<file path="src/rtl/div_tick_detect.sv">
// Divided-clock receiver: synchronises div_in, emits edge ticks and tracks its period / lock.
// Optional falling-edge tick path is built when DIV_TICK_FALL_EN is defined.
module div_tick_detect #(
    parameter int unsigned SYNC_STAGES = 2,
    parameter int unsigned CNT_W       = 16,
    parameter int unsigned LOCK_COUNT  = 4,
    parameter int unsigned TOL         = 1
) (
    input  logic             clk,
    input  logic             reset,
    input  logic             div_in,
    output logic             tick,
    output logic             tick_fall,
    output logic [CNT_W-1:0] period,
    output logic             period_valid,
    output logic             locked,
    output logic             timeout
);

    localparam int unsigned MW = $clog2(LOCK_COUNT + 1);

    typedef enum logic [1:0] {StIdle, StFirst, StTrack} state_t;

    logic [SYNC_STAGES-1:0] sync_q;
    logic                   s, s_d, rise;
    state_t                 state_q, state_d;
    logic [CNT_W-1:0]       cnt_q, cnt_d;
    logic [CNT_W-1:0]       period_q, period_d;
    logic                   valid_q, valid_d;
    logic [MW-1:0]          match_q, match_d;
    logic                   locked_q, locked_d;
    logic                   tick_q, timeout_c;
    logic [CNT_W:0]         meas, diff;
    logic                   sat, in_tol;

    assign s    = sync_q[SYNC_STAGES-1];
    assign rise = s & ~s_d;

    always_ff @(posedge clk or posedge reset) begin
        if (reset) begin
            sync_q   <= '0;
            s_d      <= 1'b0;
            tick_q   <= 1'b0;
            state_q  <= StIdle;
            cnt_q    <= '0;
            period_q <= '0;
            valid_q  <= 1'b0;
            match_q  <= '0;
            locked_q <= 1'b0;
        end else begin
            sync_q   <= {sync_q[SYNC_STAGES-2:0], div_in};
            s_d      <= s;
            tick_q   <= rise;
            state_q  <= state_d;
            cnt_q    <= cnt_d;
            period_q <= period_d;
            valid_q  <= valid_d;
            match_q  <= match_d;
            locked_q <= locked_d;
        end
    end

    // Widened by one bit so cnt+1 and the absolute difference never wrap.
    assign meas   = (CNT_W+1)'(cnt_q) + (CNT_W+1)'(1);
    assign diff   = (meas >= (CNT_W+1)'(period_q)) ? meas - (CNT_W+1)'(period_q)
                                                   : (CNT_W+1)'(period_q) - meas;
    assign in_tol = diff <= (CNT_W+1)'(TOL);
    assign sat    = &cnt_q;

    always_comb begin
        state_d   = state_q;
        cnt_d     = cnt_q;
        period_d  = period_q;
        valid_d   = valid_q;
        match_d   = match_q;
        timeout_c = 1'b0;
        unique case (state_q)
            StIdle: begin
                cnt_d = '0;
                if (rise) state_d = StFirst;
            end
            StFirst, StTrack: begin
                if (!sat) cnt_d = cnt_q + CNT_W'(1);
                if (rise) begin
                    cnt_d    = '0;
                    period_d = meas[CNT_W-1:0];
                    if (state_q == StFirst) begin
                        valid_d = 1'b1;
                        match_d = '0;
                        state_d = StTrack;
                    end else if (in_tol) begin
                        if (match_q != MW'(LOCK_COUNT)) match_d = match_q + MW'(1);
                    end else begin
                        match_d = '0;
                    end
                end else if (sat) begin
                    // Period keeps its last value so software can see what was lost.
                    timeout_c = 1'b1;
                    valid_d   = 1'b0;
                    match_d   = '0;
                    state_d   = StIdle;
                end
            end
            default: state_d = StIdle;
        endcase
        locked_d = (match_d == MW'(LOCK_COUNT));
    end

`ifdef DIV_TICK_FALL_EN
    logic fall, tick_fall_q;
    assign fall = ~s & s_d;
    always_ff @(posedge clk or posedge reset) begin
        if (reset) tick_fall_q <= 1'b0;
        else       tick_fall_q <= fall;
    end
    assign tick_fall = tick_fall_q;
`else
    assign tick_fall = 1'b0;
`endif

    assign tick         = tick_q;
    assign period       = period_q;
    assign period_valid = valid_q;
    assign locked       = locked_q;
    // Raised in the cycle the saturated count is seen, alongside the state clear.
    assign timeout      = timeout_c;

endmodule

</file>
<file path="config.mk">
export PLATFORM = sky130hd
export DESIGN_NAME = div_tick_detect
export DESIGN_NICKNAME = d
export VERILOG_FILES = /design/src/rtl/div_tick_detect.sv
export SDC_FILE = /design/constraint.sdc
export NUM_CORES = 1
export LEC_CHECK = 0
export CAP_MARGIN = 15
export CORE_MARGIN = 2
export CORE_UTILIZATION = 40
export CTS_BUF_LIST = sky130_fd_sc_hd__clkbuf_8
export DETAILED_ROUTE_END_ITERATION = 7
export PLACE_DENSITY = 0.57
export SYNTH_ARGS = -nofsm -noshare
export SYNTH_HDL_FRONTEND = slang
export SYNTH_SLANG_ARGS = --single-unit
</file>
<file path="constraint.sdc">
create_clock -name clk -period 4.05 [get_ports clk]
set_input_delay 0.81 -clock clk [delete_from_list [all_inputs] [get_ports clk]]
set_output_delay 0.81 -clock clk [all_outputs]
set_load 0.03 [all_outputs]
</file>
==> impl_metrics.json <==
{
  "grt_first_pass_wirelength_um": 17600,
  "cap_violations": 0,
  "hpwl_um": 8340,
  "fin_nets": 615,
  "clock-root-buffer": "clkbuf_8",
  "mostFrequentLayoutCells": "79 x buf_4, 53 x nand2_1, 52 x o21ai_0",
  "die_h_um": 104,
  "clk_latency_ns": 0.31,
  "tightest_slew_ns": 1.13,
  "pin_count": 24,
  "cts.sink_count": 43,
  "firstDrtPassIters": 4,
  "postSynth.asyncResetShare_pct": 100,
  "crit_path_end_kind": "flip-flop",
  "report.final.hold_viol_count": 0,
  "relSlewSlack_pct": 24.1,
  "cts_buffers": 5,
  "syn_nets": 521,
  "fin_crit_ns": 4.06,
  "clock-skew-final_ns": 0.0148,
  "timing.final.ws_setup_ns": -0.0128,
  "synthFlopType": "dfrtp_1",
  "whs_ns": 0.367,
  "seq_area_frac_synth_pct": 27.1,
  "required_ns": 4.31,
  "start_util_pct": 41.0,
  "cpLargestDelayFamily": "simple AND/OR/NAND/NOR gates",
  "max_stage_delay_ns": 0.42,
  "final_common_cell": "buf_4",
  "synth_area_leader_cell": "dfrtp_1",
  "crit_path_cell_trace": "ha_4 > nand3_4 > inv_4 > and3_4 > buf_12 > xnor2_4 > inv_1 > ha_4 > a21oi_4 > o21ai_4 > and2_4 > o31a_1 > buf_6 > or3_4 > and3b_4 > nor4b_4 > o2111ai_2 > nor4_4 > buf_4 > a22o_1",
  "drt-wirelength-per-cell_um": 15.2,
  "max_freq_mhz": 246,
  "io_buffers": 22,
  "hp-start": "sync_q[0]",
  "reg2reg_to": "match_q[1]",
  "startpoint_type": "flip-flop",
  "finalSetupTns_ns": -0.0128,
  "worstPathMaxFanout": 5,
  "worst_path_max_delay_cell": "dfrtp_1",
  "regToRegSetupSlack_ns": -0.01,
  "coreArea_sq_mm": 0.00968,
  "worstSetupPathType": "flip-flop to flip-flop",
  "rows": 36,
  "hold_class": "flip-flop to flip-flop",
  "final_util_pct": 55.4,
  "syn_avg_cell_area_sq_um": 8.30,
  "maxSlewViolCount": 0,
  "syn_to_final_growth_pct": 35.3,
  "clock_path_buffers": 2,
  "cts_tree": "built",
  "grt_pass1_vias": 3615,
  "reg2reg_depth": 20,
  "routed_wl_um": 10700,
  "antenna_found_initial": 0,
  "layout.filler_cells": 873,
  "crit_start": "cnt_q[1]",
  "grt_usage_pct": 19.9,
  "htreeDepth": 2,
  "synth_warnings": 0,
  "drc": 0,
  "run_status": "complete, but fails checks",
  "critPathMostFrequentCell": "ha_4",
  "place_congestion": 0.872,
  "violations": "setup timing",
  "hold_buffers": 0,
  "post-route-period-util_pct": 100,
  "path_buf_inv": 5,
  "synth_seq_cells": 43,
  "setup_viol_count_final": 1,
  "synth_top_area_share_pct": 27.1,
  "vias_per_cell": 5.19,
  "vdd_drop_max_uv": 331,
  "leakage_nw": 2.44,
  "dieArea_sq_mm": 0.0107,
  "vias": 3661,
  "num_antenna_cells": 0,
  "ys_types": 73,
  "grt.overflow.total": 0,
  "die_w_um": 104,
  "drive_gt1_share_pct": 30.0,
  "crit_end": "match_q[1]",
  "synth_area_leaders": "dfrtp_1 27%, ha_1 12%, o21ai_0 6.9%",
  "drt-initial-drc-count": 155,
  "place_inst": 686,
  "r2r_start": "cnt_q[1]",
  "clkSlewWorstSetupHoldPaths_ns": 0.10,
  "grt_max_degree": 44,
  "final_cells": 706,
  "synth_edf_count": 0,
  "finalPower_mw": 3.37,
  "ant_nets": 0,
  "syn_area_sq_mm": 0.00397,
  "synth_cells": 478,
  "power.density_mw_per_mm2": 629,
  "grt_setup_unrepaired": "true",
  "arrival_ns": 4.32,
  "cp.depth": 20
}
## kinds of logic after synthesis
group,share of synthesized area (%)
XOR/XNOR,4.64
AND/OR/NAND/NOR,19.8
AO/OA/AOI/OAI,25.1
buffers and inverters,7.85
adder cells (fa/ha/maj),13.0
flip-flops,27.1
multiplexers,2.40
other,0.0945
## routing by layer
layer | GRT usage (%) | vias up | wire length (um) | share of wire [%]
met5 | 0 | - | 0 | 0
met4 | 5.02 | 0 | 172 | 1.6
met3 | 2.08 | 14 | 278 | 2.6
met2 | 32.7 | 45 | 5000 | 47
met1 | 28.2 | 1745 | 5270 | 49
li1 | - | 1857 | - | -
## Yosys cell counts, types with 3 or more instances
master	number
o21ai_0	55
nand2_1	54
inv_1	47
dfrtp_1	43
ha_1	38
a21oi_1	30
nor2_1	29
nand3_1	20
xor2_1	12
clkbuf_1	9
xnor2_1	9
nand4_1	8
a21o_1	7
nand2b_1	7
buf_6	5
mux2i_1	5
o31ai_1	5
a211oi_1	4
a31oi_1	4
and3_1	4
buf_4	4
o211ai_1	4
a21o_2	3
buf_2	3
nor2b_1	3
nor3_1	3
o21bai_1	3
## cell type report
type	count	area, sq um	area share (%)
clock inverter	2	38.8	0.723
multi-input combinational	367	2920	54.4
tap	133	166	3.10
inverter	47	179	3.33
sequential	43	1080	20.1
clock buffer	6	82.6	1.54
timing repair buffer	108	901	16.8
## what timing repair did
action,4_1_cts,5_1_grt
setup buffers,8,4
resized for setup,32,32
endpoints found under the setup margin,4,4
pin swaps,20,20
## stage by stage
step	setup slack [ns]	cell area, sq um
floorplan	0.00863	4020
global placement	-0.0203	4830
detailed placement	-0.159	4830
CTS	-0.0434	5180
global route	-0.178	5370
finish	-0.0128	5370
## state kept, by name (all words and copies together) (netlist names)
name and count:
cnt_q 16, period 16, match_q 3, state_q 2, sync_q 2, locked 1, period_valid 1, s_d 1
tick 1
## where the power goes
part           internal [mW]  total [mW]  switching, mW
clock                  0.203       0.375          0.172
sequential             0.465       0.501         0.0363
combinational           1.19        2.50           1.31
## worst min path at each step
stage,endpoint,slack [ns],depth (start not counted)
floorplan,sync_q[1],0.33,0
global placement,sync_q[1],0.35,0
detailed placement,sync_q[1],0.34,0
CTS,sync_q[1],0.37,0
global route,sync_q[1],0.37,0
finish,sync_q[1],0.37,0
Power figures use the tool's default switching activity.
